## src/rtl/sdr_cmd_monitor.sv

```systemverilog
// rtl/sdr_cmd_monitor.sv - SDRAM command-bus monitor for init sequence, timing and refresh rules
//
// Watches the SDRAM command bus and raises sticky error flags when the
// controller breaks the power-up sequence, minimum command spacing or the
// refresh period.
//
// Optional build macro: SDR_MON_TIMING_CHECK_EN builds the tRP/tRFC/tMRD gap
// checks. Without it those checkers do not exist and ERR[4:2] stay 0.
//
// Ports:
//   CLK, RESET_N           clock and asynchronous active-low reset
//   SD_INIT                synchronous restart of the init tracker
//   CS_N, CKE              chip selects and clock enable
//   RAS_N, CAS_N, WE_N     command strobes
//   SA, BA, DQM            address, bank and data mask
//   RP, RFC, MRD           minimum clocks after PRE / REF / MRS
//   REF                    refresh period in clocks
//   ERR_CLR                clears sticky error flags
//   INIT_DONE, MODE_VALID  init complete, mode register captured
//   MODE_CL, MODE_BL       captured CAS latency / burst length fields
//   REF_COUNT              refreshes seen during init (saturates at 8)
//   ERR                    {DQM, REF_LATE, TMRD, TRFC, TRP, SEQ, ACCESS}
module sdr_cmd_monitor #(
  parameter int SDRAM_CHIPS = 8,
  parameter int REF_SLACK   = 16
) (
  input  logic                   CLK,
  input  logic                   RESET_N,
  input  logic                   SD_INIT,
  input  logic [SDRAM_CHIPS-1:0] CS_N,
  input  logic                   CKE,
  input  logic                   RAS_N,
  input  logic                   CAS_N,
  input  logic                   WE_N,
  input  logic [13:0]            SA,
  input  logic [1:0]             BA,
  input  logic                   DQM,
  input  logic [2:0]             RP,
  input  logic [3:0]             RFC,
  input  logic [2:0]             MRD,
  input  logic [15:0]            REF,
  input  logic                   ERR_CLR,
  output logic                   INIT_DONE,
  output logic                   MODE_VALID,
  output logic [2:0]             MODE_CL,
  output logic [2:0]             MODE_BL,
  output logic [3:0]             REF_COUNT,
  output logic [6:0]             ERR
);

  typedef enum logic [1:0] {S_W_PRE, S_W_REF, S_W_MRS, S_DONE} state_t;

  localparam logic [2:0] C_MRS = 3'b000;
  localparam logic [2:0] C_REF = 3'b001;
  localparam logic [2:0] C_PRE = 3'b010;
  localparam logic [2:0] C_ACT = 3'b011;
  localparam logic [2:0] C_WR  = 3'b100;
  localparam logic [2:0] C_RD  = 3'b101;
  localparam logic [2:0] C_BST = 3'b110;
  localparam logic [2:0] C_NOP = 3'b111;

  state_t      r_state;
  state_t      w_state_nxt;
  logic        r_init_done;
  logic        r_mode_valid;
  logic [2:0]  r_mode_cl;
  logic [2:0]  r_mode_bl;
  logic [3:0]  r_ref_count;
  logic [6:0]  r_err;
  logic [15:0] r_ref_clk;
  logic        r_late_seen;

  logic [2:0]  w_cmd;
  logic        w_active;
  logic        w_access;
  logic        w_seq_err;
  logic        w_capture;
  logic        w_ref_inc;
  logic        w_late;
  logic        w_trp;
  logic        w_trfc;
  logic        w_tmrd;
  logic [16:0] w_ref_limit;
  logic [6:0]  w_err_set;
  logic        w_unused;

  // A deselected or clock-disabled cycle is treated exactly like an explicit NOP.
  assign w_cmd    = (CKE && !(&CS_N)) ? {RAS_N, CAS_N, WE_N} : C_NOP;
  assign w_active = (w_cmd != C_NOP);
  assign w_access = (w_cmd == C_ACT) || (w_cmd == C_RD) || (w_cmd == C_WR);

  // State register
  always_ff @(posedge CLK or negedge RESET_N) begin
    if (!RESET_N) begin
      r_state <= S_W_PRE;
    end else begin
      r_state <= w_state_nxt;
    end
  end

  // Next-state logic
  always_comb begin
    w_state_nxt = r_state;
    if (SD_INIT) begin
      w_state_nxt = S_W_PRE;
    end else begin
      case (r_state)
        S_W_PRE: if (w_cmd == C_PRE) w_state_nxt = S_W_REF;
        S_W_REF: if (w_cmd == C_REF && r_ref_count == 4'd7) w_state_nxt = S_W_MRS;
        S_W_MRS: if (w_cmd == C_MRS) w_state_nxt = S_DONE;
        default: w_state_nxt = r_state;
      endcase
    end
  end

  // Per-state decode of sequence errors, mode capture and refresh counting
  always_comb begin
    w_seq_err = 1'b0;
    w_capture = 1'b0;
    w_ref_inc = 1'b0;
    case (r_state)
      S_W_PRE: w_seq_err = w_active && (w_cmd != C_PRE);
      S_W_REF: begin
        w_seq_err = w_active && (w_cmd != C_PRE) && (w_cmd != C_REF);
        w_ref_inc = (w_cmd == C_REF);
      end
      S_W_MRS: begin
        w_seq_err = w_access || (w_cmd == C_BST);
        w_capture = (w_cmd == C_MRS);
      end
      default: w_capture = (w_cmd == C_MRS);
    endcase
  end

`ifdef SDR_MON_TIMING_CHECK_EN
  // Each counter holds the gap the current cycle would have to the last
  // PRE/REF/MRS; 15 means "long enough ago", so idle time never wraps.
  logic [3:0] r_gap_pre;
  logic [3:0] r_gap_ref;
  logic [3:0] r_gap_mrs;

  always_ff @(posedge CLK or negedge RESET_N) begin
    if (!RESET_N) begin
      r_gap_pre <= 4'd15;
      r_gap_ref <= 4'd15;
      r_gap_mrs <= 4'd15;
    end else if (SD_INIT) begin
      // Restart forgets earlier commands rather than arming a fresh violation.
      r_gap_pre <= 4'd15;
      r_gap_ref <= 4'd15;
      r_gap_mrs <= 4'd15;
    end else begin
      r_gap_pre <= (w_cmd == C_PRE) ? 4'd1 : ((r_gap_pre == 4'd15) ? 4'd15 : r_gap_pre + 4'd1);
      r_gap_ref <= (w_cmd == C_REF) ? 4'd1 : ((r_gap_ref == 4'd15) ? 4'd15 : r_gap_ref + 4'd1);
      r_gap_mrs <= (w_cmd == C_MRS) ? 4'd1 : ((r_gap_mrs == 4'd15) ? 4'd15 : r_gap_mrs + 4'd1);
    end
  end

  assign w_trp    = w_active && (r_gap_pre < {1'b0, RP});
  assign w_trfc   = w_active && (r_gap_ref < RFC);
  assign w_tmrd   = w_active && (r_gap_mrs < {1'b0, MRD});
  assign w_unused = ^{SA[13:7], SA[3], BA};
`else
  assign w_trp    = 1'b0;
  assign w_trfc   = 1'b0;
  assign w_tmrd   = 1'b0;
  assign w_unused = ^{SA[13:7], SA[3], BA, RP, RFC, MRD};
`endif

  // r_ref_clk is zero in the cycle after a REF, so the gap is r_ref_clk+1 and
  // "gap > limit" reduces to r_ref_clk >= limit. 17 bits keep REF+slack exact.
  assign w_ref_limit = {1'b0, REF} + 17'(REF_SLACK);
  assign w_late      = (r_state == S_DONE) && !r_late_seen && ({1'b0, r_ref_clk} >= w_ref_limit);

  // DQM must stay high until the cycle after the init MRS, i.e. until DONE.
  assign w_err_set = {(!DQM && r_state != S_DONE), w_late, w_tmrd, w_trfc, w_trp,
                      w_seq_err, (w_access && r_state != S_DONE)};

  always_ff @(posedge CLK or negedge RESET_N) begin
    if (!RESET_N) begin
      r_init_done  <= 1'b0;
      r_mode_valid <= 1'b0;
      r_mode_cl    <= 3'd0;
      r_mode_bl    <= 3'd0;
      r_ref_count  <= 4'd0;
      r_err        <= 7'd0;
      r_ref_clk    <= 16'd0;
      r_late_seen  <= 1'b0;
    end else begin
      r_init_done <= (w_state_nxt == S_DONE);
      // New errors win over a simultaneous clear.
      r_err <= (r_err & {7{~ERR_CLR}}) | w_err_set;
      if (w_capture) begin
        r_mode_cl <= SA[6:4];
        r_mode_bl <= SA[2:0];
      end
      if (SD_INIT) begin
        r_ref_count  <= 4'd0;
        r_mode_valid <= 1'b0;
      end else begin
        if (w_ref_inc && r_ref_count != 4'd8) r_ref_count <= r_ref_count + 4'd1;
        if (w_capture) r_mode_valid <= 1'b1;
      end
      if (SD_INIT || w_cmd == C_REF) begin
        r_ref_clk   <= 16'd0;
        r_late_seen <= 1'b0;
      end else begin
        if (r_ref_clk != 16'hFFFF) r_ref_clk <= r_ref_clk + 16'd1;
        if (w_late) r_late_seen <= 1'b1;
      end
    end
  end

  assign INIT_DONE  = r_init_done;
  assign MODE_VALID = r_mode_valid;
  assign MODE_CL    = r_mode_cl;
  assign MODE_BL    = r_mode_bl;
  assign REF_COUNT  = r_ref_count;
  assign ERR        = r_err;

endmodule

```

## config.mk

```make
export PLATFORM = sky130hd
export DESIGN_NAME = sdr_cmd_monitor
export DESIGN_NICKNAME = d
export VERILOG_FILES = /design/src/rtl/sdr_cmd_monitor.sv
export SDC_FILE = /design/constraint.sdc
export NUM_CORES = 1
export LEC_CHECK = 0
export ABC_AREA = 0
export CAP_MARGIN = 20
export CORE_MARGIN = 3
export CORE_UTILIZATION = 50
export DETAILED_ROUTE_END_ITERATION = 7
export PLACE_DENSITY = 0.86
export SKIP_CTS_REPAIR_TIMING = 1
export SLEW_MARGIN = 0
export SYNTH_ARGS = -nofsm -noshare
export SYNTH_HDL_FRONTEND = slang
export SYNTH_SLANG_ARGS = --single-unit
```

## constraint.sdc

```tcl
create_clock -name CLK -period 4.6 [get_ports CLK]
set_input_delay 1.15 -clock CLK [delete_from_list [all_inputs] [get_ports CLK]]
set_output_delay 1.15 -clock CLK [all_outputs]
set_load 0.02 [all_outputs]
```

==> qor.csv <==
stage,metric,value,unit
die,# rows,24,
drt,WL final,5120,um
hold_path,sink of the worst hold path,ERR[3],
layout,share of cells above drive strength 1,9.15,%
timing,Final period util,80.4,%
die,Die Y,76.2,um
cts,Root Driver,clkbuf_8,
logic_synthesis,Yosys top cell by area,dfrtp_1,
grt,vias in the first global route,2042,
worst_setup_path,Critical Path RT,4790,ps
logic_synthesis,Synth warnings,0,
timing,setup TNS,0,ps
layout,post-route insts no fill,382,
worst_setup_path,reg2reg setup slack,2600,ps
place,Port-buffer cells,57,
grt,GRT Util Overall,18.9,%
worst_setup_path,RR Startpoint,r_ref_clk[13],
logic_synthesis,main combinational cell family by area after synthesis,simple AND/OR/NAND/NOR gates,
drt,via count,2089,
logic_synthesis,compound-cell area share of the yosys netlist,12.6,%
worst_setup_path,CP Launch Type,primary input,
layout,fin util,70.1,%
die,I/O pin cnt,78,
logic_synthesis,Post-synth EDFFs,0,
worst_setup_path,R2R depth,7,
die,full die area,5800,um^2
timing,Hold Fails Final Rpt,0,
logic_synthesis,Syn Std Cell Area,2460,um^2
logic_synthesis,xor/xnor cell area share of the yosys netlist,8.54,%
run_status,status,finished clean,
cts,TritonCTS clock tree,yes,
worst_setup_path,crit path kind,in2reg,
power_and_ir_drop,Max VDD drop,0.000258,V
power_and_ir_drop,static leakage,1.36,nW
hold_path,hold path startpoint,ERR[3],
drt,antenna violation net count after detailed routing,0,
logic_synthesis,post-synthesis cell count,255,
drt,DR iter-0 viols,94,
grt,total global routing overflow,0,
timing,Worst slew margin,45.0,%
logic_synthesis,syn avg cell area,9.66,um^2
worst_setup_path,worst r2r dst,r_late_seen,
logic_synthesis,Synth Flop Type,dfrtp_1,
grt,antenna violations before repair,0,
logic_synthesis,Post-Syn Nets,334,
logic_synthesis,adder-cell share of the synthesized area,10.2,%
power_and_ir_drop,total chip power,721,uW
worst_setup_path,arrival time at the worst endpoint,3890,ps
logic_synthesis,dominant cells by area after synthesis,"dfrtp_1 (39%), ha_1 (10%), xnor2_1 (4.6%)",
cts,clk buf depth,2,
timing,clk_skew,12.0,ps
drt,DRT Pass-1 Iters,4,
timing,clock period minus worst slack,3700,ps
logic_synthesis,post-synthesis mux area share,3.15,%
place,pre-CTS WS,630,ps
logic_synthesis,synthesized flop and latch total,38,
layout,"commonest cells after routing, fill and taps aside","clkdlybuf4s50_1 (56), dfrtp_1 (38), nor2_1 (27)",
flow_run,Max-cap violations,0,
drt,wire per inst,13.4,um
drt,DRC Markers,0,
timing,RSZ-0062 raised after global routing,no,
die,initial core utilization,53.9,%
power_and_ir_drop,P per Cell Area,225,nW/um^2
logic_synthesis,register area share after synthesis,38.6,%
cts,CTS H-tree depth,2,
grt,largest net degree at the start of global routing,39,
cts,cts bufs inserted,5,
cts,"CTS clk-pin slew, worst paths",70,ps
timing,Finish-stage setup viols,0,
cts,clock latency on the worst-skew pair,280,ps
timing,Max Clock Freq,0.270,GHz
die,Die X,76.2,um
layout,Synth-to-Final Area Change,30.0,%
place,Final Wtd Congestion,0.802,
logic_synthesis,"Async S/R FF share, synth",100,%
layout,fin nets,396,
logic_synthesis,share of the synthesized area in the top cell type,38.6,%
timing,Final Max Tran Viols,0,
cts,Clock Sinks,38,
worst_setup_path,CP max FO,4,
worst_setup_path,Worst setup EP type,register,
drt,post-DR vias/cell,5.47,
place,dpl cells,375,
timing,Worst Max-Slew Pin Slew,824,ps
hold_path,Tightest Hold Check Type,reg2reg,
grt,first-pass GRT wire length,9100,um
layout,Inserted Diodes,0,
timing,final worst setup slack,901,ps
die,core area,4560,um^2
layout,"commonest non-fill, non-tap cell in the layout",clkdlybuf4s50_1,
place,Post-DP HPWL,3910,um
logic_synthesis,distinct cell type count after synthesis,48,
logic_synthesis,Post-Synth Simple-Gate Area,23.0,%
hold_path,Hold Path Depth,1,
[worst max-delay path by stage]
stage | endpoint | from | cells past startpoint | slack [ps]
floorplan | r_late_seen | REF[4] | 9 | 1350
global placement | r_late_seen | REF[4] | 12 | 640
detailed placement | r_late_seen | REF[4] | 12 | 630
CTS | r_late_seen | REF[4] | 12 | 910
global route | r_late_seen | REF[4] | 12 | 690
finish | r_late_seen | REF[4] | 12 | 900
[state kept, by name (all words and copies together) (netlist names)]
signal,count
ERR,7
INIT_DONE,1
MODE_BL,3
MODE_CL,3
MODE_VALID,1
REF_COUNT,4
r_late_seen,1
r_ref_clk,16
r_state,2
[logic make-up (layout without fill, tap and decap cells)]
group | count (synthesis) | in the layout
fa+ha+maj | 20 | 20
xor+xnor | 24 | 24
flops | 38 | 38
simple gates | 100 | 100
compound gates | 45 | 45
buf+inv | 21 | 83
mux | 7 | 7
[area by class of cell]
class / instances / area [um^2]
clock buffer: 6 / 82.6
clock inverter: 1 / 30.0
inverter: 18 / 67.6
sequential: 38 / 951
timing repair buffer: 58 / 573
tap: 65 / 81.3
multi-input combinational: 196 / 1420
fill: 368 / 1360
[power by group]
| part | switching (mW) | total, mW | internal, mW |
|---|---|---|---|
| Sequential | 0.00487 | 0.344 | 0.339 |
| Clock | 0.111 | 0.285 | 0.173 |
| Combinational | 0.0429 | 0.0927 | 0.0498 |
[synthesized netlist by cell type (2+ instances only)]
| cell type | number |
|---|---|
| a21oi_1 | 13 |
| nor2b_1 | 5 |
| dfrtp_1 | 38 |
| mux2_2 | 6 |
| nand3_1 | 17 |
| xnor2_1 | 13 |
| nor2_1 | 27 |
| a21o_1 | 3 |
| and4_1 | 4 |
| and3_2 | 4 |
| inv_1 | 18 |
| o21a_1 | 2 |
| ha_1 | 20 |
| nor4_2 | 2 |
| o21ai_0 | 10 |
| nor3_1 | 8 |
| o32ai_1 | 2 |
| o22ai_1 | 2 |
| nor3b_1 | 3 |
| a211oi_1 | 2 |
| nand2b_1 | 2 |
| nand2_1 | 13 |
| and3_1 | 3 |
| nand4_1 | 4 |
| xor2_1 | 11 |
[worst max-delay path, stage by stage]
cell	delay (ps)
clkdlybuf4s50_1	520
ha_1	220
and4_1	290
nand3_1	110
xor2_1	160
ha_1	300
and4_1	220
nand3_1	110
a2111oi_0	300
buf_4	190
o311ai_0	110
a31oi_1	200
[per-stage QoR]
stage          instance area, um^2  hold slack, ps
6_report                      3200             499
5_1_grt                       3200             535
4_1_cts                       3200             507
3_5_place_dp                  3090             487
3_3_place_gp                  3090             481
2_1_floorplan                 2460             498
[layer usage]
metal | GRT usage, % | up-vias | routed length (um)
li1 | - | 1039 | -
met1 | 22.8 | 996 | 2300
met2 | 33.0 | 52 | 2550
met3 | 5.08 | 2 | 239
met4 | 5.43 | 0 | 34
met5 | 0 | - | 0
No activity file was read; power rests on OpenSTA's default activity.
